<file path="config.mk">
export PLATFORM = sky130hd
export DESIGN_NAME = uart_rx_ctrl
export DESIGN_NICKNAME = d
export VERILOG_FILES = /design/src/rtl/uart_rx_ctrl.sv
export SDC_FILE = /design/constraint.sdc
export NUM_CORES = 1
export LEC_CHECK = 0
export CORE_AREA = 2 2 76 96
export CTS_CLUSTER_SIZE = 30
export DETAILED_ROUTE_END_ITERATION = 12
export DIE_AREA = 0 0 78 98
export PLACE_DENSITY = 0.76
export SETUP_SLACK_MARGIN = 0.3
export SYNTH_ARGS = -nofsm -noshare
export SYNTH_HDL_FRONTEND = slang
export SYNTH_SLANG_ARGS = --single-unit
</file>
<file path="constraint.sdc">
create_clock -name clock -period 3.3 [get_ports clock]
set_input_delay 0.33 -clock clock [delete_from_list [all_inputs] [get_ports clock]]
set_output_delay 0.33 -clock clock [all_outputs]
set_load 0.005 [all_outputs]
</file>
<file path="src/rtl/uart_rx_ctrl.sv">
// uart_rx_ctrl: config/reset sequencer and frame-capture FIFO around RxUnit; `UART_RX_DROP_ERR_EN drops errored frames.
// Latency: a rx_done rising edge in RUN is visible at m_valid one cycle later.
// Backpressure: m_ready stalls pops; a push into a full FIFO without a pop is discarded and sets sticky overrun.
module uart_rx_ctrl #(
  parameter int DATA_BITS  = 8,
  parameter int FIFO_DEPTH = 4,
  parameter int RST_CYCLES = 4,
  parameter int ERR_CNT_W  = 8
) (
  input  logic                            clock,
  input  logic                            reset,
  input  logic                            enable,
  input  logic                            cfg_wr,
  input  logic [1:0]                      cfg_baud,
  input  logic [1:0]                      cfg_parity,
  output logic                            cfg_busy,
  output logic                            rx_reset_n,
  output logic [1:0]                      rx_baud,
  output logic [1:0]                      rx_parity,
  input  logic                            rx_active,
  input  logic                            rx_done,
  input  logic [2:0]                      rx_error,
  input  logic [DATA_BITS-1:0]            rx_data,
  output logic                            m_valid,
  input  logic                            m_ready,
  output logic [DATA_BITS-1:0]            m_data,
  output logic [2:0]                      m_err,
  output logic [$clog2(FIFO_DEPTH):0]     fifo_count,
  output logic                            overrun,
  output logic [ERR_CNT_W-1:0]            err_cnt,
  input  logic                            clr_stat
);

  localparam int AW = $clog2(FIFO_DEPTH);
  localparam int CW = AW + 1;
  localparam int RW = $clog2(RST_CYCLES + 1);
  localparam int EW = DATA_BITS + 3;
  localparam logic [CW-1:0] FULL_CNT = CW'(FIFO_DEPTH);
  localparam logic [RW-1:0] RST_LAST = RW'(RST_CYCLES - 1);

  typedef enum logic [1:0] {ST_OFF, ST_APPLY, ST_RUN} state_t;

  state_t               state_q, state_d;
  logic [RW-1:0]        rst_cnt_q, rst_cnt_d;
  logic                 rx_reset_n_q, rx_reset_n_d;
  logic [1:0]           rx_baud_q, rx_baud_d;
  logic [1:0]           rx_parity_q, rx_parity_d;
  logic [1:0]           shadow_baud_q, shadow_baud_d;
  logic [1:0]           shadow_parity_q, shadow_parity_d;
  logic                 pending_q, pending_d;
  logic                 cfg_busy_q, cfg_busy_d;
  logic                 done_q, done_d;
  logic [EW-1:0]        mem_q [FIFO_DEPTH];
  logic [EW-1:0]        mem_d [FIFO_DEPTH];
  logic [AW-1:0]        wr_ptr_q, wr_ptr_d;
  logic [AW-1:0]        rd_ptr_q, rd_ptr_d;
  logic [CW-1:0]        count_q, count_d;
  logic                 overrun_q, overrun_d;
  logic [ERR_CNT_W-1:0] err_cnt_q, err_cnt_d;

  logic enter_apply;
  logic capture;
  logic frame_err;
  logic push;
  logic push_ok;
  logic pop;
  logic full;

  always_comb begin
    state_d         = state_q;
    rst_cnt_d       = rst_cnt_q;
    rx_baud_d       = rx_baud_q;
    rx_parity_d     = rx_parity_q;
    shadow_baud_d   = shadow_baud_q;
    shadow_parity_d = shadow_parity_q;

    case (state_q)
      ST_OFF:   if (enable) state_d = ST_APPLY;
      ST_APPLY: begin
        if (rst_cnt_q == RST_LAST) state_d = ST_RUN;
        else                       rst_cnt_d = rst_cnt_q + RW'(1);
      end
      ST_RUN:   if (pending_q && !rx_active) state_d = ST_APPLY;
      default:  state_d = ST_OFF;
    endcase
    if (!enable) state_d = ST_OFF;

    enter_apply = (state_d == ST_APPLY) && (state_q != ST_APPLY);
    if (enter_apply) begin
      rst_cnt_d   = '0;
      rx_baud_d   = shadow_baud_q;
      rx_parity_d = shadow_parity_q;
    end

    // A write landing on the APPLY entry cycle must survive the pending clear.
    pending_d = cfg_wr | (pending_q & ~enter_apply);
    if (cfg_wr) begin
      shadow_baud_d   = cfg_baud;
      shadow_parity_d = cfg_parity;
    end

    rx_reset_n_d = (state_d == ST_RUN);
    cfg_busy_d   = pending_d | (state_d == ST_APPLY);
  end

  always_comb begin
    done_d    = rx_done;
    capture   = (state_q == ST_RUN) && rx_done && !done_q;
    frame_err = |rx_error;
`ifdef UART_RX_DROP_ERR_EN
    push      = capture && !frame_err;
`else
    push      = capture;
`endif
    full      = (count_q == FULL_CNT);
    pop       = (count_q != '0) && m_ready;
    push_ok   = push && (!full || pop);

    mem_d    = mem_q;
    wr_ptr_d = wr_ptr_q;
    rd_ptr_d = rd_ptr_q;
    count_d  = count_q;
    if (push_ok) begin
      mem_d[wr_ptr_q] = {rx_error, rx_data};
      wr_ptr_d        = wr_ptr_q + AW'(1);
    end
    if (pop) rd_ptr_d = rd_ptr_q + AW'(1);
    if (push_ok && !pop)      count_d = count_q + CW'(1);
    else if (pop && !push_ok) count_d = count_q - CW'(1);

    // New events take precedence over a coincident clear.
    overrun_d = overrun_q;
    if (push && full && !pop) overrun_d = 1'b1;
    else if (clr_stat)        overrun_d = 1'b0;

    err_cnt_d = err_cnt_q;
    if (capture && frame_err) begin
      if (clr_stat)              err_cnt_d = ERR_CNT_W'(1);
      else if (err_cnt_q != '1)  err_cnt_d = err_cnt_q + ERR_CNT_W'(1);
    end else if (clr_stat) begin
      err_cnt_d = '0;
    end
  end

  always_ff @(posedge clock or posedge reset) begin
    if (reset) begin
      state_q         <= ST_OFF;
      rst_cnt_q       <= '0;
      rx_reset_n_q    <= 1'b0;
      rx_baud_q       <= 2'b10;
      rx_parity_q     <= 2'b00;
      shadow_baud_q   <= 2'b10;
      shadow_parity_q <= 2'b00;
      pending_q       <= 1'b0;
      cfg_busy_q      <= 1'b0;
      done_q          <= 1'b0;
      for (int i = 0; i < FIFO_DEPTH; i++) mem_q[i] <= '0;
      wr_ptr_q        <= '0;
      rd_ptr_q        <= '0;
      count_q         <= '0;
      overrun_q       <= 1'b0;
      err_cnt_q       <= '0;
    end else begin
      state_q         <= state_d;
      rst_cnt_q       <= rst_cnt_d;
      rx_reset_n_q    <= rx_reset_n_d;
      rx_baud_q       <= rx_baud_d;
      rx_parity_q     <= rx_parity_d;
      shadow_baud_q   <= shadow_baud_d;
      shadow_parity_q <= shadow_parity_d;
      pending_q       <= pending_d;
      cfg_busy_q      <= cfg_busy_d;
      done_q          <= done_d;
      for (int i = 0; i < FIFO_DEPTH; i++) mem_q[i] <= mem_d[i];
      wr_ptr_q        <= wr_ptr_d;
      rd_ptr_q        <= rd_ptr_d;
      count_q         <= count_d;
      overrun_q       <= overrun_d;
      err_cnt_q       <= err_cnt_d;
    end
  end

  assign cfg_busy   = cfg_busy_q;
  assign rx_reset_n = rx_reset_n_q;
  assign rx_baud    = rx_baud_q;
  assign rx_parity  = rx_parity_q;
  assign m_valid    = (count_q != '0);
  assign m_data     = mem_q[rd_ptr_q][DATA_BITS-1:0];
`ifdef UART_RX_DROP_ERR_EN
  assign m_err      = 3'b000;
`else
  assign m_err      = mem_q[rd_ptr_q][EW-1:DATA_BITS];
`endif
  assign fifo_count = count_q;
  assign overrun    = overrun_q;
  assign err_cnt    = err_cnt_q;

endmodule

</file>
[After elaboration in Yosys (flattened, before gate mapping)]
Index checks and enable logic that the tools add are counted.
Word-level totals
  flip-flop bits (word level): 77
  input bits: 23
  output and inout port bits: 30
  logic and storage cells: 92
Cells by class
  $add $sub $neg: 6
  order comparisons: 3
  equal/unequal tests: 9
  muxes and demuxes: 21
  bitwise gates (word level): 6
  reductions and logical operators: 28
Operator list (number)
  $bwmux 44: 1
  $mux 11: 3
  $mux 8: 4
  $bmux 11 s2: 1
  $demux 11 s2: 1
  $mux 3: 5
  $logic_and 1x1->1: 12
  $reduce_bool 2->1: 5
  $add 8x1->8 const B: 1
  $ne 8x8->1 const B: 1
  $add 3x1->3 const B: 2
  $ge 3x3->1 const B: 2
  $mux 2: 3
  $not 2->3: 2
  $pmux 2 s3: 1
  $logic_not 1->1: 5
  $add 2x1->2 const B: 2
  $eq 2x1->1 const B: 2
  $eq 2x2->1 const B: 2
  $reduce_and 2->1: 2
  $eq 3x2->1 const B: 1
  $eq 3x3->1 const B: 1
  $lt 3x1->1 const B: 1
  $reduce_bool 3->1: 1
  other kinds (10): 12

[Longest topological paths before layout]
Gate-level depths: netlist (run 1).
  depth after elaboration: 11
  depth in mapped cells: 9
  gate-level depth less buffers: 8

[Least setup slack after synthesis (run 1)]
OpenSTA, ideal clock, no wires.
  path type: reg2reg
  from: register count_q[0] (netlist: fifo_count[0])
  to: register count_q[1] (netlist: fifo_count[1])
  library setup time: 0.125 ns
  data arrival time: 2.040 ns
  data required time: 3.175 ns
  slack: 1.135 ns
  cell stages (with the launch flop): 8
  buffers on the path: 1
  clock period less this slack: 2.165 ns
  path through: dfrtp_1 > nor4b_1 > and2b_1 > buf_6 > ha_1 > inv_1 > fa_1 > mux2_2
Between the ends
  elaborated cells between the ends (all ways): 15
  those cells by class: 2 x add/sub; 1 x eq/ne; 2 x mux; 10 x reduce/logical
RTL lines
  start: declaration: line 57  | logic [CW-1:0] count_q, count_d;
  start signal: assignment: line 177  | count_q <= count_d;
  $eq 3x3->1 / $reduce_bool 3->1 (equally long branches): line 115, 116
  $logic_not 1->1 / $logic_and 1x1->1 (equally long branches): line 117, 116
  $logic_or 1x1->1 *: line 117  | push_ok = push && (!full || pop);
  $logic_and 1x1->1 *: line 117
  named net push_ok: line 65  | logic push_ok;
  $logic_and 1x1->1 *: line 128  | if (push_ok && !pop) count_d = count_q + CW'(1);
  $mux 3 *: line 128
  named net count_d[1]: line 57
Mark *: on every way through the listed nets, which the timed path passes. The rest lies on a longest branch. The select of a mux whose other input is x is not followed.
A chain may end at the register's enable or synchronous reset.

[Worst setup path after layout (run 1)]
  from: register rd_ptr_q[0]
  to: output port m_data[1]
Between the ends
  longest elaborated chain between the ends: 4
Ends and longest elaborated chain
  start: declaration: line 56  | logic [AW-1:0] rd_ptr_q, rd_ptr_d;
  start signal: assignment: line 176  | rd_ptr_q <= rd_ptr_d;
  $not 2->3 (implied by the code): line 188  | assign m_data = mem_q[rd_ptr_q][DATA_BITS-1:0];
  $bmux 11 s2: line 188
  $mux 11 (2 in series)
  end: declaration: line 26  | output logic [DATA_BITS-1:0] m_data,
Every way passes these cells. The select of a mux whose other input is x is not followed.

==> results.json, run 1 <==
{
  "syn_inst": 240,
  "path_delay_family": "flip-flops",
  "clock_path_buffers": 2,
  "reg2reg_from": "state_q[0]$_DFF_PP0_",
  "die_x_um": 78,
  "required_ns": 2.97,
  "crit_path_end_kind": "primary output",
  "r2r_end": "fifo_count[2]$_DFFE_PP0P_",
  "hold_class": "in2async",
  "skew_ns": 0.0124,
  "synthDistinctLibCells": 37,
  "ctsHtreeMaxLevel": 3,
  "drc": 0,
  "met3_usage_pct": 5.91,
  "yosys_warnings": 0,
  "fillers": 497,
  "clkTransAtPathRegs_ns": 0.08,
  "root_buffer": "clkbuf_8",
  "vias": 2112,
  "use_met2_pct": 29.6,
  "rr_worst_depth": 8,
  "diodes": 0,
  "syn_area_um2": 3600,
  "ant_nets": 0,
  "rsz0062_at_grt": "false",
  "dp.cells": 375,
  "pin_count": 53,
  "grt_usage_pct": 18.9,
  "fin_hold_ws_ns": 0.423,
  "crit_path_start_kind": "flop",
  "grt_max_degree": 45,
  "drt_iter0_markers": 110,
  "syn_nets": 272,
  "hold_buffers": 0,
  "ir_drop_mv": 0.419,
  "cts_setup_buffers": 0,
  "dp_hpwl_um": 4230,
  "critPathBufInv": 1,
  "multi_input_area_um2": 1570,
  "port_buffers": 52,
  "p_total_mw": 2.53,
  "leakage_nw": 2.06,
  "drv_slew": 0,
  "crit_chain": "mux4_2 -> clkdlybuf4s50_1",
  "cts_tree": "yes",
  "core_area_um2": 6810,
  "rows": 34,
  "grt_pass1_wl_um": 11000,
  "grt_pass1_vias": 2209,
  "setup_viol": 0,
  "gp_congestion": 0.725,
  "ff2ff_setup_slack_ns": 0.96,
  "synth-seq-cells": 77,
  "antenna_found_initial": 0,
  "drive_gt1_share_pct": 27.2,
  "min_period_over_period_pct": 79.7,
  "utilization_pct": 64.5,
  "die_h_um": 98,
  "dieArea_um2": 7640,
  "final-seq-area_um2": 1930,
  "finalSetupTns_ns": 0,
  "max_stage_delay_ns": 0.87,
  "numCtsBuffers": 9,
  "grt_overflow_total": 0,
  "seq_area_frac_synth_pct": 53.5,
  "nets": 328,
  "area_growth_pct": 21.9,
  "status": "finished, final reports clean",
  "cp_slowest_cell": "dfrtp_1",
  "crit_fanout": 12,
  "critical_path_class": "reg2out",
  "cts_sinks": 77,
  "fmax_mhz": 380,
  "finalHoldViolations": 0,
  "final_cells": 391,
  "first_pass_iters": 4,
  "p_per_area_nw_per_um2": 577,
  "max_cap_violations": 0,
  "cts.repair.resized": 0,
  "cp_data_arrival_time_ns": 2.30,
  "met1_usage_pct": 24.7,
  "routed_wl_um": 6430,
  "relSlewSlack_pct": 46.4,
  "busiest_layer": "met2",
  "drt-vias-per-instance": 5.40,
  "insertion_delay_ns": 0.34,
  "syn_avg_cell_area_um2": 15.0,
  "worstMarginPinSlew_ns": 0.804,
  "start_util_pct": 52.9,
  "period_minus_slack_ns": 2.63,
  "routedWlPerCell_um": 16.5
}
registers in the layout, indices dropped and copies added (netlist names):
signal and count:
shadow_baud_q 2, rst_cnt_q 3, fifo_count 3, shadow_parity_q 2, mem_q 44, rx_parity 2, err_cnt 8, done_q 1
overrun 1, rd_ptr_q 2, state_q 2, rx_reset_n 1, pending_q 1, wr_ptr_q 2, cfg_busy 1, rx_baud 2
layout by cell type, fill, tap and decap left out, types with 5 or more instances in the layout:
master,instances
inv_1,8
clkbuf_8,10
nand2_1,8
mux2_4,40
o21ai_0,6
mux2_1,8
mux4_2,11
ha_1,8
mux2_2,5
or3_1,6
clkdlybuf4s50_1,52
nand3_1,7
a21oi_1,9
dfrtp_1,75
cells in the mapped netlist:
cell type / n / area, µm²
dfrtp_1: 75 / 1880
mux2_4: 40 / 601
mux4_2: 11 / 248
a21oi_1: 9 / 45.0
inv_1: 9 / 33.8
ha_1: 8 / 100
mux2_1: 8 / 90.1
nand2_1: 8 / 30.0
nand3_1: 7 / 35.0
o21ai_0: 6 / 30.0
or3_1: 6 / 37.5
buf_6: 5 / 56.3
mux2_2: 5 / 56.3
nand2_2: 4 / 25.0
nand3b_1: 4 / 30.0
xnor2_1: 4 / 35.0
nor2_1: 3 / 11.3
o31ai_1: 3 / 22.5
or4_1: 3 / 22.5
buf_1: 2 / 7.51
buf_2: 2 / 10.0
dfstp_2: 2 / 52.6
xor2_1: 2 / 17.5
a211oi_2: 1 / 12.5
and2b_1: 1 / 7.51
and4bb_1: 1 / 12.5
fa_1: 1 / 20.0
mux2i_1: 1 / 10.0
nand2b_1: 1 / 6.26
nand4_1: 1 / 6.26
nor4b_1: 1 / 8.76
o211ai_1: 1 / 7.51
o211ai_2: 1 / 12.5
o21a_1: 1 / 7.51
o21ai_1: 1 / 5.00
o21bai_1: 1 / 7.51
o22ai_1: 1 / 6.26
through the flow:
stage                     setup slack [ns]  cell area, µm²
after floorplan                       1.01            3600
after global placement               0.731            4190
after detailed placement             0.671            4190
after CTS                            0.618            4390
after global routing                 0.527            4390
final                                0.671            4390
routing by layer:
metal,vias up,wire (µm)
li1,979,-
met1,1089,2870
met2,38,3190
met3,6,282
met4,0,84
met5,-,0
power by group:
part | leakage [nW] | switching [mW] | internal, mW | total, mW
Clock | 0.0995 | 0.345 | 0.372 | 0.717
Sequential | 1.01 | 0.174 | 1.08 | 1.26
Combinational | 0.951 | 0.182 | 0.376 | 0.558
worst reg2reg max path: stages (launching register included):
cell,delay [ns]
dfrtp_1,0.45
and4bb_1,0.36
and2b_1,0.35
ha_1,0.25
inv_1,0.06
fa_1,0.37
xor2_1,0.15
nor2_1,0.11
xor2_1,0.17
area by class of cell:
| type | count | share of cell area (%) |
|---|---|---|
| multi-input cells | 145 | 35.7 |
| flip-flops and latches | 77 | 43.9 |
| well taps | 90 | 2.56 |
| clock inverters | 5 | 1.37 |
| inverters | 9 | 0.769 |
| clock buffers | 11 | 3.22 |
| repair buffers | 54 | 12.5 |
worst max path at each step:
stage	from	end	slack [ns]	depth (start not counted)
floorplan	reset	cfg_busy$_DFF_PP0_	1.01	1
global placement	rx_done	fifo_count[2]$_DFFE_PP0P_	0.73	9
detailed placement	rx_done	fifo_count[2]$_DFFE_PP0P_	0.67	9
CTS	rd_ptr_q[0]$_DFFE_PP0P_	m_data[0]	0.62	2
global route	rd_ptr_q[0]$_DFFE_PP0P_	m_err[2]	0.53	2
finish	rd_ptr_q[0]$_DFFE_PP0P_	m_data[1]	0.67	2
cells by family (layout without fill, tap and decap cells):
kind of cell / Yosys count / in the layout / share of synthesized area (%)
adder cells (fa/ha/maj): 9 / 9 / 3.33
AND/OR/NAND/NOR: 40 / 40 / 6.46
multiplexers: 65 / 65 / 27.9
flip-flops: 77 / 77 / 53.5
buffers and inverters: 18 / 79 / 2.99
XOR/XNOR: 6 / 6 / 1.46
AO/OA/AOI/OAI: 25 / 25 / 4.34
No activity file was read; power rests on OpenSTA's default activity.
==> run 2: changes to the inputs <==
--- a/config.mk
+++ b/config.mk
@@ -5,11 +5,11 @@
 export SDC_FILE = /design/constraint.sdc
 export NUM_CORES = 1
 export LEC_CHECK = 0
-export CORE_AREA = 2 2 76 96
+export CORE_AREA = 2 2 77 97
 export CTS_CLUSTER_SIZE = 30
 export DETAILED_ROUTE_END_ITERATION = 12
-export DIE_AREA = 0 0 78 98
-export PLACE_DENSITY = 0.76
+export DIE_AREA = 0 0 79 99
+export PLACE_DENSITY = 0.74
 export SETUP_SLACK_MARGIN = 0.3
 export SYNTH_ARGS = -nofsm -noshare
 export SYNTH_HDL_FRONTEND = slang
==> constraint.sdc (replaced) <==
create_clock -name clock -period 2.6 [get_ports clock]
set_input_delay 0.26 -clock clock [delete_from_list [all_inputs] [get_ports clock]]
set_output_delay 0.26 -clock clock [all_outputs]
set_load 0.005 [all_outputs]
==> run 2 against run 1 <==
  * Hold slack got worse by 0.11 ns
  * Clock power is 13% higher
  * Die area is 2.3% higher
  * Utilization decreased by 0.65 points
  * Design area rose by 0.23%
  * Critical endpoint is now m_err[1]
  * Largest cell class unchanged
==> results.json, run 2 (same netlist as run 1, synthesis figures left out) <==
{
  "antenna_found_initial": 0,
  "grt_max_degree": 41,
  "max_stage_delay_ns": 0.53,
  "finalHoldViolations": 0,
  "finalSetupTns_ns": 0,
  "fin_hold_ws_ns": 0.309,
  "drc": 0,
  "leakage_nw": 2.08,
  "ant_nets": 0,
  "cp_slowest_cell": "mux4_2",
  "final-seq-area_um2": 1930,
  "path_delay_family": "buffers and inverters",
  "nets": 330,
  "skew_ns": 0.00391,
  "crit_path_start_kind": "flop",
  "pin_count": 53,
  "grt_pass1_wl_um": 11300,
  "dp.cells": 377,
  "dp_hpwl_um": 4430,
  "worstMarginPinSlew_ns": 0.628,
  "netSwitchingFraction_pct": 28.0,
  "status": "finished, final reports clean",
  "diodes": 0,
  "relSlewSlack_pct": 58.1,
  "fillers": 535,
  "period_minus_slack_ns": 2.22,
  "p_per_area_nw_per_um2": 716,
  "p_comb_share_pct": 24.8,
  "largest-register": "mem_q",
  "rsz0062_at_grt": "false",
  "drive_gt1_share_pct": 28.7,
  "vias": 2127,
  "drv_slew": 0,
  "pwr-share-clk_pct": 25.8,
  "drt_iter0_markers": 121,
  "hold_class": "in2async",
  "hold_buffers": 0,
  "clock_path_buffers": 2,
  "area_growth_pct": 22.2,
  "port_buffers": 52,
  "critPathBufInv": 2,
  "core_area_um2": 6890,
  "final_cells": 393,
  "p_switching_mw": 0.881,
  "max_cap_violations": 0,
  "numCtsBuffers": 9,
  "routedWlPerCell_um": 16.7,
  "routed_wl_um": 6570,
  "cts_sinks": 77,
  "clkTransAtPathRegs_ns": 0.08,
  "critical_path_class": "reg2out",
  "fmax_mhz": 450,
  "largest_reg_flops": 44,
  "ctsHtreeMaxLevel": 3,
  "start_util_pct": 52.3,
  "p_int_mw": 2.27,
  "grt_pass1_vias": 2214,
  "seq_power_share_pct": 49.4,
  "insertion_delay_ns": 0.35,
  "required_ns": 2.34,
  "ir_drop_mv": 0.394,
  "crit_chain": "buf_12 -> mux4_2 -> clkdlybuf4s50_1",
  "dieArea_um2": 7820,
  "final_cell_mix": "dfrtp_1, clkdlybuf4s50_1, mux2_4, mux4_2, clkbuf_8",
  "setup_viol": 0,
  "final_common_cell": "dfrtp_1",
  "drt-vias-per-instance": 5.41,
  "multi_input_area_um2": 1570,
  "min_period_over_period_pct": 85.5,
  "grt_overflow_total": 0,
  "root_buffer": "clkbuf_8",
  "first_pass_iters": 4,
  "cts_tree": "yes",
  "crit_fanout": 11,
  "crit_path_end_kind": "primary output",
  "die_x_um": 79,
  "grt_usage_pct": 18.9,
  "die_h_um": 99,
  "cp_data_arrival_time_ns": 1.96,
  "gp_congestion": 0.755,
  "rows": 34
}
==> run 2: final timing paths <==
path	from	to	slack [ns]	cells past startpoint
setup / recovery	rd_ptr_q[0]$_DFFE_PP0P_	m_err[1]	0.38	3
hold / removal	reset	rx_parity[0]$_DFFE_PP0P_	0.31	2
setup reg to reg	state_q[0]$_DFF_PP0_	fifo_count[2]$_DFFE_PP0P_	0.51	8
hold reg to reg	rx_parity[0]$_DFFE_PP0P_	rx_parity[0]$_DFFE_PP0P_	0.49	1
max in group asynchronous	reset	rd_ptr_q[1]$_DFFE_PP0P_	1.64	3
min in group clock	rx_done	done_q$_DFF_PP0_	0.38	1
==> run 2: cell type report <==
cell class                      instances  share of cell area (%)
Sequential cell                        77                    43.9
Clock buffer                           11                    3.44
Multi-Input combinational cell        145                    35.7
Timing Repair Buffer                   56                    13.1
Clock inverter                          5                   0.569
Inverter                                9                   0.767
Tap cell                               90                    2.56
==> run 2: timing repair <==
action	in CTS	in global routing
endpoints found under the setup margin	9	3
pin swaps	0	0
setup buffers	0	0
gates resized for setup	1	4
==> run 2: metal layers <==
layer / up-vias / global-route usage, % / share of wire (%)
met4: 0 / 7.16 / 1.2
li1: 986 / - / -
met2: 45 / 29.1 / 49
met3: 6 / 5.40 / 4.7
met5: - / 0 / 0
met1: 1090 / 25.6 / 45
==> run 2: per-stage QoR <==
step / power, mW / utilization, % / worst slack (ns) / cell area, µm²
2_1_floorplan: 2.01 / - / 0.377 / 3600
3_3_place_gp: 2.31 / 61.0 / 0.272 / 4210
3_5_place_dp: 2.34 / 61.0 / 0.223 / 4210
4_1_cts: 3.17 / 63.6 / 0.319 / 4390
5_1_grt: 3.34 / 63.9 / 0.301 / 4400
6_report: 3.15 / 63.9 / 0.377 / 4400
==> run 2: power by group through the flow <==
stage               Sequential, mW  Combinational, mW  Clock, mW
CTS                           1.55              0.782      0.833
global route                  1.59              0.867      0.889
detailed placement            1.57              0.773          0
global placement              1.56              0.753          0
floorplan                     1.51              0.499          0
finish                        1.56              0.782      0.812
==> run 2: worst reg2reg max path, delay by kind of cell, from the launching register on <==
family                     cells  cell delay [ns]
and+or+nand+nor                3             0.68
DFF                            1             0.45
buffers and inverters          1             0.06
adders and majority gates      2             0.55
xor gates and xnor gates       2             0.29
==> run 3: changes to the inputs <==
--- a/config.mk
+++ b/config.mk
@@ -5,11 +5,12 @@
 export SDC_FILE = /design/constraint.sdc
 export NUM_CORES = 1
 export LEC_CHECK = 0
-export CORE_AREA = 2 2 77 97
+export CORE_AREA = 2 2 76 96
 export CTS_CLUSTER_SIZE = 30
 export DETAILED_ROUTE_END_ITERATION = 12
-export DIE_AREA = 0 0 79 99
-export PLACE_DENSITY = 0.74
+export DIE_AREA = 0 0 78 98
+export DONT_BUFFER_PORTS = 1
+export PLACE_DENSITY = 0.66
 export SETUP_SLACK_MARGIN = 0.3
 export SYNTH_ARGS = -nofsm -noshare
 export SYNTH_HDL_FRONTEND = slang
==> run 3 against run 2 <==
  * Design area fell by 10%
  * Wire length fell by 1.0%
  * Critical path type is now reg2reg
  * Largest cell class unchanged
  * Register-to-register slack got worse by 0.08 ns
  * Sequential share of layout area rose by 5.0 points
  * Non-clock buffer count fell by 48
==> results.json, run 3 (same netlist as run 1, synthesis figures left out) <==
{
  "status": "finished, final reports clean",
  "insertion_delay_ns": 0.35,
  "crit_path_start_kind": "flop",
  "relSlewSlack_pct": 51.9,
  "worstMarginPinSlew_ns": 0.721,
  "min_period_over_period_pct": 83.4,
  "grt_max_degree": 35,
  "setup_viol": 0,
  "crit_path_end_kind": "flop",
  "finalSetupTns_ns": 0,
  "drc": 0,
  "dieArea_um2": 7640,
  "diodes": 0,
  "area_growth_pct": 9.65,
  "rows": 34,
  "die_h_um": 98,
  "utilization_pct": 58.1,
  "clock_path_buffers": 2,
  "first_pass_iters": 4,
  "rsz0062_at_grt": "false",
  "nets": 282,
  "port_buffers": 0,
  "p_per_area_nw_per_um2": 778,
  "antenna_found_initial": 0,
  "drv_slew": 0,
  "numCtsBuffers": 9,
  "drt_iter0_markers": 111,
  "grt_usage_pct": 19.2,
  "grt_overflow_total": 0,
  "core_area_um2": 6810,
  "start_util_pct": 52.9,
  "final_cell_mix": "dfrtp_1, mux2_4, mux4_2, a21oi_1, clkbuf_8",
  "grt_pass1_vias": 2119,
  "use_met2_pct": 30.8,
  "drt-vias-per-instance": 5.72,
  "cts_sinks": 77,
  "vias": 1972,
  "routedWlPerCell_um": 18.8,
  "finalHoldViolations": 0,
  "fin_ws_ns": 0.432,
  "die_x_um": 78,
  "root_buffer": "clkbuf_8",
  "dp_hpwl_um": 4420,
  "period_minus_slack_ns": 2.17,
  "max_cap_violations": 0,
  "largest_reg_flops": 44,
  "ir_drop_mv": 0.541,
  "largest-register": "mem_q",
  "dp_slack_ns": 0.213,
  "final_common_cell": "dfrtp_1",
  "busiest_layer": "met2",
  "ctsHtreeMaxLevel": 3,
  "gp_congestion": 0.720,
  "drive_gt1_share_pct": 34.5,
  "pin_count": 53,
  "fmax_mhz": 461,
  "cp_data_arrival_time_ns": 2.45,
  "critical_path_class": "reg2reg",
  "ant_nets": 0,
  "leakage_nw": 1.90,
  "crit_fanout": 5,
  "grt_pass1_wl_um": 11000,
  "routed_wl_um": 6500,
  "clkTransAtPathRegs_ns": 0.08,
  "fin_hold_ws_ns": 0.0195,
  "met3_usage_pct": 6.65,
  "fillers": 554,
  "cts_tree": "yes",
  "cts_setup_buffers": 0,
  "skew_ns": 0.00816,
  "hold_class": "in2reg",
  "met1_usage_pct": 24.4,
  "required_ns": 2.88
}
-- run 3: changes by cell type in the layout (fill, tap and decap cells not counted), sizes merged --
| cell | delta |
|---|---|
| clkdlybuf4s50 | -52 |
| dlygate4sd3 | +4 |
| clkbuf | -2 |
| clkinv | -2 |
| inv | +2 |
| bufinv | +1 |
| clkinvlp | +1 |
-- run 3: power breakdown --
part           total [mW]  switching (mW)  internal, mW  leakage [nW]
Combinational       0.552           0.215         0.336         0.788
Clock               0.933           0.475         0.458         0.102
Sequential           1.59           0.212          1.38          1.01
Total                3.07           0.902          2.17          1.90
-- run 3: worst paths after layout --
path | start | end | slack (ns) | depth (start not counted)
setup / recovery | fifo_count[0]$_DFFE_PP0P_ | fifo_count[2]$_DFFE_PP0P_ | 0.43 | 8
hold / removal | cfg_wr | pending_q$_DFF_PP0_ | 0.02 | 1
setup reg to reg | fifo_count[0]$_DFFE_PP0P_ | fifo_count[2]$_DFFE_PP0P_ | 0.43 | 8
hold reg to reg | mem_q[21]$_DFFE_PP0P_ | mem_q[21]$_DFFE_PP0P_ | 0.49 | 1
max in group asynchronous | reset | rst_cnt_q[1]$_DFFE_PP0P_ | 1.44 | 3
min in group asynchronous | reset | mem_q[1]$_DFFE_PP0P_ | 0.48 | 2
-- run 3: final cells by class --
type,count,area (µm²),area share [%]
Multi-Input combinational cell,145,1580,40.1
Clock buffer,9,124,3.13
Tap cell,90,113,2.85
Inverter,9,33.8,0.855
Timing Repair Buffer,8,82.6,2.09
Clock inverter,7,83.8,2.12
Sequential cell,77,1930,48.9
-- run 3: per-stage QoR --
stage	power [mW]	std cells	area (µm²)
after detailed placement	2.15	325	3680
after global routing	3.25	345	3950
after CTS	3.10	344	3930
final	3.07	345	3950
after floorplan	2.01	240	3600
after global placement	2.13	325	3680
-- run 3: layer usage --
layer  routed length (µm)  part of all wire [%]  vias to the layer above
li1                     -                     -                      888
met1                 2820                    43                     1035
met2                 3280                    50                       43
met3                  309                   4.8                        6
met4                   92                   1.4                        0
met5                    0                     0                        -
-- run 3: what timing repair did --
action | in CTS | in global routing
pin swaps | 0 | 0
hold endpoints to repair | 39 | 1
gates resized for setup | 1 | 4
endpoints found under the setup margin | 1 | 2
hold buffers | 3 | 1
-- run 3: critical path, stage by stage (launching register included) --
cell and delay [ns]:
dfrtp_2 0.47, or3_1 0.45, nand2_1 0.13, ha_1 0.20, inv_1 0.07, fa_1 0.37, xor2_1 0.15, nor2_1 0.11
xor2_1 0.14
